$ cat config.mk
export PLATFORM = sky130hd
export DESIGN_NAME = bandai2003_cfg_ctrl
export DESIGN_NICKNAME = d
export VERILOG_FILES = /design/src/rtl/bandai2003_pkg.sv /design/src/rtl/bandai2003_so_capture.sv /design/src/rtl/bandai2003_cfg_ctrl.sv
export SDC_FILE = /design/constraint.sdc
export NUM_CORES = 1
export LEC_CHECK = 0
export ABC_AREA = 1
export CORE_UTILIZATION = 55
export CTS_BUF_LIST = sky130_fd_sc_hd__clkbuf_2 sky130_fd_sc_hd__clkbuf_4 sky130_fd_sc_hd__clkbuf_8
export DETAILED_ROUTE_END_ITERATION = 16
export PLACE_DENSITY = 0.78
export RECOVER_POWER = 50
export SYNTH_ARGS = -nofsm -noshare
export SYNTH_HDL_FRONTEND = slang
export SYNTH_HIERARCHICAL = 1
export SYNTH_SLANG_ARGS = --single-unit
$ cat constraint.sdc
create_clock -name CLK -period 5.2 [get_ports CLK]
set_input_delay 1.04 -clock CLK [delete_from_list [all_inputs] [get_ports CLK]]
set_output_delay 1.04 -clock CLK [all_outputs]
set_load 0.1 [all_outputs]
$ cat src/rtl/bandai2003_pkg.sv
// rtl/bandai2003_pkg.sv - shared mapper addresses, stream default and FSM states
package bandai2003_pkg;

  localparam logic [7:0] ADDR_IDLE = 8'h00;
  localparam logic [7:0] ADDR_ACK  = 8'h5A;
  localparam logic [7:0] ADDR_NAK  = 8'hA5;
  localparam logic [7:0] ADDR_NIH  = 8'hFF;
  localparam logic [7:0] ADDR_LAO  = 8'hC0;
  localparam logic [7:0] ADDR_RAM  = 8'hC1;
  localparam logic [7:0] ADDR_ROM0 = 8'hC2;
  localparam logic [7:0] ADDR_ROM1 = 8'hC3;

  localparam logic [17:0] DEF_STREAM = 18'h05140;

  typedef enum logic [3:0] {
    IDLE,
    MRST,
    ACK,
    NAK,
    CAP,
    CHECK,
    READY,
    W_SET,
    W_STB,
    W_HLD,
    R_SET,
    R_STB,
    R_DONE,
    FAIL
  } state_t;

  function automatic logic [7:0] bank_addr(input logic [1:0] idx);
    return ADDR_LAO | {6'b000000, idx};
  endfunction

endpackage

$ cat src/rtl/bandai2003_so_capture.sv
// rtl/bandai2003_so_capture.sv - serial SO capture shift register, sample counter and compare
module bandai2003_so_capture
  import bandai2003_pkg::*;
#(
  parameter int                  CAP_BITS   = 18,
  parameter logic [CAP_BITS-1:0] EXP_STREAM = DEF_STREAM
) (
  input  logic CLK,
  input  logic RST,
  input  logic clear,
  input  logic shift_en,
  input  logic so,
  output logic last,
  output logic done,
  output logic match
);

  logic [CAP_BITS-1:0] shreg;
  logic [4:0]          cnt;

  // New bit enters the MSB so the first bit received settles in bit 0.
  always_ff @(posedge CLK or posedge RST) begin
    if (RST) begin
      shreg <= '0;
      cnt   <= 5'd0;
    end else if (clear) begin
      shreg <= '0;
      cnt   <= 5'd0;
    end else if (shift_en && !done) begin
      shreg <= {so, shreg[CAP_BITS-1:1]};
      cnt   <= cnt + 5'd1;
    end
  end

  assign last  = shift_en & (cnt == 5'(CAP_BITS - 1));
  assign done  = (cnt == 5'(CAP_BITS));
  assign match = (shreg == EXP_STREAM);

endmodule

$ cat src/rtl/bandai2003_cfg_ctrl.sv
// rtl/bandai2003_cfg_ctrl.sv - BANDAI2003 mapper reset/unlock, bitstream check and bank register access
module bandai2003_cfg_ctrl
  import bandai2003_pkg::*;
#(
  parameter int                  STB_CYCLES = 2,
  parameter int                  CAP_BITS   = 18,
  parameter logic [CAP_BITS-1:0] EXP_STREAM = DEF_STREAM
) (
  input  logic       CLK,
  input  logic       RST,
  input  logic       START,
  input  logic       CMD_VALID,
  output logic       CMD_READY,
  input  logic       CMD_WRITE,
  input  logic [1:0] CMD_IDX,
  input  logic [7:0] CMD_WDATA,
  output logic       RSP_VALID,
  output logic [7:0] RSP_RDATA,
  output logic       UNLOCKED,
  output logic       ERROR,
  output logic       M_RSTn,
  output logic       M_CEn,
  output logic       M_SSn,
  output logic       M_OEn,
  output logic       M_WEn,
  output logic [7:0] M_ADDR,
  output logic [7:0] M_DQ_O,
  output logic       M_DQ_OE,
  input  logic [7:0] M_DQ_I,
  input  logic       M_SO
);

  state_t     state, state_nxt;
  logic [3:0] stb_cnt, stb_cnt_nxt;
  logic [1:0] idx_q, idx_nxt;
  logic [7:0] wdata_q, wdata_nxt;
  logic       accept;
  logic       cap_shift, cap_last, cap_done, cap_match;

  logic       rstn_nxt, cen_nxt, oen_nxt, wen_nxt, dq_oe_nxt;
  logic       ready_nxt, rsp_valid_nxt, unlocked_nxt, error_nxt;
  logic [7:0] addr_nxt, dq_o_nxt, rdata_nxt;

  // START outranks a same-cycle handshake, so the command is simply dropped.
  assign accept    = (state == READY) & CMD_VALID & ~START;
  assign cap_shift = (state == CAP);
  assign M_SSn     = 1'b1;

  bandai2003_so_capture #(
    .CAP_BITS  (CAP_BITS),
    .EXP_STREAM(EXP_STREAM)
  ) u_cap (
    .CLK     (CLK),
    .RST     (RST),
    .clear   (START),
    .shift_en(cap_shift),
    .so      (M_SO),
    .last    (cap_last),
    .done    (cap_done),
    .match   (cap_match)
  );

  always_ff @(posedge CLK or posedge RST) begin
    if (RST) begin
      state     <= IDLE;
      stb_cnt   <= 4'd0;
      idx_q     <= 2'd0;
      wdata_q   <= 8'h00;
      M_RSTn    <= 1'b0;
      M_CEn     <= 1'b1;
      M_OEn     <= 1'b1;
      M_WEn     <= 1'b1;
      M_ADDR    <= ADDR_IDLE;
      M_DQ_O    <= 8'h00;
      M_DQ_OE   <= 1'b0;
      CMD_READY <= 1'b0;
      RSP_VALID <= 1'b0;
      RSP_RDATA <= 8'h00;
      UNLOCKED  <= 1'b0;
      ERROR     <= 1'b0;
    end else begin
      state     <= state_nxt;
      stb_cnt   <= stb_cnt_nxt;
      idx_q     <= idx_nxt;
      wdata_q   <= wdata_nxt;
      M_RSTn    <= rstn_nxt;
      M_CEn     <= cen_nxt;
      M_OEn     <= oen_nxt;
      M_WEn     <= wen_nxt;
      M_ADDR    <= addr_nxt;
      M_DQ_O    <= dq_o_nxt;
      M_DQ_OE   <= dq_oe_nxt;
      CMD_READY <= ready_nxt;
      RSP_VALID <= rsp_valid_nxt;
      RSP_RDATA <= rdata_nxt;
      UNLOCKED  <= unlocked_nxt;
      ERROR     <= error_nxt;
    end
  end

  always_comb begin
    state_nxt    = state;
    stb_cnt_nxt  = stb_cnt;
    idx_nxt      = idx_q;
    wdata_nxt    = wdata_q;
    unlocked_nxt = UNLOCKED;
    error_nxt    = ERROR;
    rdata_nxt    = RSP_RDATA;

    if (START) begin
      state_nxt    = MRST;
      unlocked_nxt = 1'b0;
      error_nxt    = 1'b0;
    end else begin
      case (state)
        MRST:  state_nxt = ACK;
        ACK:   state_nxt = NAK;
        NAK:   state_nxt = CAP;
        CAP:   if (cap_last) state_nxt = CHECK;
        CHECK: begin
          if (cap_done && cap_match) begin
            state_nxt    = READY;
            unlocked_nxt = 1'b1;
          end else begin
            state_nxt = FAIL;
            error_nxt = 1'b1;
          end
        end
        READY: begin
          if (accept) begin
            state_nxt = CMD_WRITE ? W_SET : R_SET;
            idx_nxt   = CMD_IDX;
            wdata_nxt = CMD_WRITE ? CMD_WDATA : 8'h00;
          end
        end
        W_SET: begin
          state_nxt   = W_STB;
          stb_cnt_nxt = 4'(STB_CYCLES - 1);
        end
        W_STB: begin
          if (stb_cnt == 4'd0) state_nxt = W_HLD;
          else stb_cnt_nxt = stb_cnt - 4'd1;
        end
        W_HLD: state_nxt = READY;
        R_SET: begin
          state_nxt   = R_STB;
          stb_cnt_nxt = 4'(STB_CYCLES - 1);
        end
        R_STB: begin
          if (stb_cnt == 4'd0) state_nxt = R_DONE;
          else stb_cnt_nxt = stb_cnt - 4'd1;
        end
        R_DONE: state_nxt = READY;
        IDLE, FAIL: state_nxt = state;
        default: state_nxt = IDLE;
      endcase
    end

    // Registered outputs are decoded from the state being entered.
    rstn_nxt      = 1'b1;
    cen_nxt       = 1'b1;
    oen_nxt       = 1'b1;
    wen_nxt       = 1'b1;
    dq_oe_nxt     = 1'b0;
    dq_o_nxt      = 8'h00;
    addr_nxt      = ADDR_IDLE;
    ready_nxt     = 1'b0;
    rsp_valid_nxt = 1'b0;

    case (state_nxt)
      IDLE, MRST, FAIL: rstn_nxt = 1'b0;
      ACK:   addr_nxt = ADDR_ACK;
      NAK:   addr_nxt = ADDR_NAK;
      READY: ready_nxt = 1'b1;
      W_SET, W_HLD: begin
        cen_nxt   = 1'b0;
        addr_nxt  = bank_addr(idx_nxt);
        dq_oe_nxt = 1'b1;
        dq_o_nxt  = wdata_nxt;
      end
      W_STB: begin
        cen_nxt   = 1'b0;
        wen_nxt   = 1'b0;
        addr_nxt  = bank_addr(idx_nxt);
        dq_oe_nxt = 1'b1;
        dq_o_nxt  = wdata_nxt;
      end
      R_SET: begin
        cen_nxt  = 1'b0;
        addr_nxt = bank_addr(idx_nxt);
      end
      R_STB: begin
        cen_nxt  = 1'b0;
        oen_nxt  = 1'b0;
        addr_nxt = bank_addr(idx_nxt);
      end
      R_DONE: begin
        // OEn is still low on this edge, so DQ carries the register value.
        cen_nxt       = 1'b0;
        addr_nxt      = bank_addr(idx_nxt);
        rsp_valid_nxt = 1'b1;
        rdata_nxt     = M_DQ_I;
      end
      default: ;
    endcase
  end

endmodule
==> results.ini <==
[placed_design]
post_dp_cell_area_mm2 = 0.00397
place_congestion = 0.862
dp_hpwl_um = 4950
numPortBuffers = 56
post-place-ws_ps = 1800
dpl.cell_count = 510

[final_layout]
num_antenna_cells = 0
drive_gt1_frac = 0.113
finish.instance_area_mm2 = 0.00416
stdcell_count = 526
multi_input_area_mm2 = 0.00134
final_net_count = 474
num-fill-cells = 471
register_area_mm2 = 0.00181
area_growth_pct = 22.2
final_util = 0.698

[sta]
skew_ps = 11.3
finalSetupViolCount = 0
post-route-period-util = 0.593
rsz0062_at_grt = false
slew_headroom = -0.218
finalHoldViolations = 0
max_slew.worst_pin.slew_ps = 1830
max_freq_mhz = 324
slew_viol_final = 50
fin_ws_ps = 2120
hold_slack_ps = 476
min_period_ps = 3080
setup-tns-final_ps = 0

[routing]
routed_via_density = 5.14
postRouteAntennaNets = 0
wirelength_um = 6960
firstDrtPassIters = 4
vias = 2703
routedWlPerCell_um = 13.2
drt-initial-drc-count = 145
drc = 0

[global_routing]
globalRoute.totalOverflow = 0
track_usage = 0.236
grt_pass1_vias = 2527
antenna_found_initial = 0
grt_first_pass_wirelength_um = 11400
grt_max_degree = 50

[logic_synthesis]
netlist-cell-type-count = 36
yosys_most_used_dff = dfrtp_1
yosysTopAreaCellShare = 0.507
synth_common_cells = 118 x nand2_1, 69 x dfrtp_1, 35 x nand3_1
ys_warn_count = 6
syn_area_mm2 = 0.00340
postSynthNetCount = 421
ys_seq_area_frac = 0.531
synth_most_common_cell = nand2_1
syn_avg_cell_area_um2 = 8.66
syn_inst = 393
synth_seq_cells = 72
async_reset_ff_frac = 1.00
synth.area.top_cells = dfrtp_1 51%, nand2_1 13%, nand3_1 5.1%
synth.largest_area_cell = dfrtp_1
synth_edf_count = 0

[setup_path]
crit_type = input port to flip-flop
cp_max_fo = 11
cp.arrival_ps = 3310
r2r-end = M_ADDR[0]
ff2ff_setup_slack_ps = 2600
r2r_cells = 13
cp.required_ps = 5430
max_stage_delay_ps = 880
start_kind = input port
crit_buf_inv = 2
reg2reg_from = u_cap/cnt[0]
crit_path_frequent_cell = nand2_1
path_delay_family = simple AND/OR/NAND/NOR gates
cpMaxStageDelayCell = dlygate4sd3_1
crit_chain = dlygate4sd3_1 > nor2_1 > nand2_1 > inv_2 > nand2_2 > nand3_4 > nor2_8 > nand3_2 > nand2_1 > nand2_1
end_kind = flip-flop

[hold_path]
hold_start = wdata_q[7]
min_path_type = flip-flop to flip-flop
min_path_cells = 2
hold_end = wdata_q[7]

[die]
core.rowCount = 28
floorplan.initialDensity = 0.571
die_w_um = 80.7
io_pins = 58
die_h_um = 80.7
core_area_mm2 = 0.00596
dieArea_mm2 = 0.00651

[outcome]
violations = max-capacitance violations, max-slew violations
outcome = finished, violations left

[power]
total_power_mw = 1.93
worst_ir_drop_vdd_mv = 0.372
powerDensity_mw_per_mm2 = 463
p_leak_nw = 2.16

[clocking]
hold_buffers = 0
htree_levels = 3
root_buffer = clkbuf_8
cts.repair.resized = 0
worstSkewPairLatency_ps = 340
cts.clk_slew.worst_paths_ps = 70
cts_tree = built
post_cts_buffers = 0
clock_path_buffers = 2
numCtsBuffers = 9
cts.sinks = 72

[flow_run]
cap_violations = 1

==> report_power, final <==
group          switching (mW)  leakage (nW)  internal, mW
Clock                   0.206         0.103         0.239
Combinational           0.595          1.08         0.192
Sequential             0.0490         0.976         0.644
Total                   0.850          2.16          1.08
==> sequential cells by signal, indices dropped and copies added (netlist names) <==
| signal | count |
|---|---|
| CMD_READY | 1 |
| ERROR | 1 |
| M_ADDR | 6 |
| M_CEn | 1 |
| M_DQ_O | 8 |
| M_DQ_OE | 1 |
| M_OEn | 1 |
| M_RSTn | 1 |
| M_WEn | 1 |
| RSP_RDATA | 8 |
| RSP_VALID | 1 |
| UNLOCKED | 1 |
| idx_q | 2 |
| state | 4 |
| stb_cnt | 4 |
| u_cap/cnt | 5 |
| u_cap/shreg | 18 |
| wdata_q | 8 |
==> tightest hold or removal path: cells and delay by family, from the launching register on <==
kind	cells	cell delay (ps)
simple gates	2	120
flops	1	320
==> final cells by class <==
class                           count  area share
Clock buffer                       11      0.0349
Sequential cell                    72       0.434
Tap cell                           75      0.0226
Multi-Input combinational cell    265       0.321
Inverter                           41      0.0370
Clock inverter                      5      0.0135
Timing Repair Buffer               57       0.137
==> per-layer routing <==
layer / vias to the layer above / wire, um / GRT usage
met1: 1267 / 3220 / 0.313
met4: 0 / 90 / 0.0857
met2: 68 / 3340 / 0.378
met5: - / 0 / 0
li1: 1358 / - / -
met3: 10 / 313 / 0.0511
==> placed cells by master (no fill, tap or decap), drive strengths merged, types with 2 or more instances in the layout <==
cell type / n
a21oi: 12
clkbuf: 11
clkdlybuf4s50: 54
clkinv: 4
dfrtp: 69
dfstp: 3
dlygate4sd3: 2
ha: 4
inv: 40
nand2: 126
nand3: 39
nand3b: 2
nand4: 17
nor2: 41
nor3: 3
o21ai: 13
xor2: 3
==> logic make-up (layout without fill, tap and decap cells) <==
| family | after synthesis | in the layout | synth area share |
|---|---|---|---|
| adder cells (fa/ha/maj) | 4 | 4 | 0.0147 |
| XOR/XNOR | 3 | 3 | 0.00772 |
| other | 1 | 1 | 0.00110 |
| AO/OA/AOI/OAI | 28 | 28 | 0.0500 |
| flip-flops | 72 | 72 | 0.531 |
| AND/OR/NAND/NOR | 229 | 229 | 0.323 |
| buffers and inverters | 56 | 114 | 0.0732 |
==> worst max-delay path by stage <==
stage,startpoint,endpoint,cells past startpoint
finish,START,RSP_RDATA[5],10
global route,START,RSP_RDATA[2],10
CTS,START,RSP_RDATA[5],10
detailed placement,START,RSP_RDATA[4],10
global placement,START,RSP_RDATA[5],10
floorplan,M_ADDR[4],M_ADDR[4],1
(Power assumes the default switching activity.)
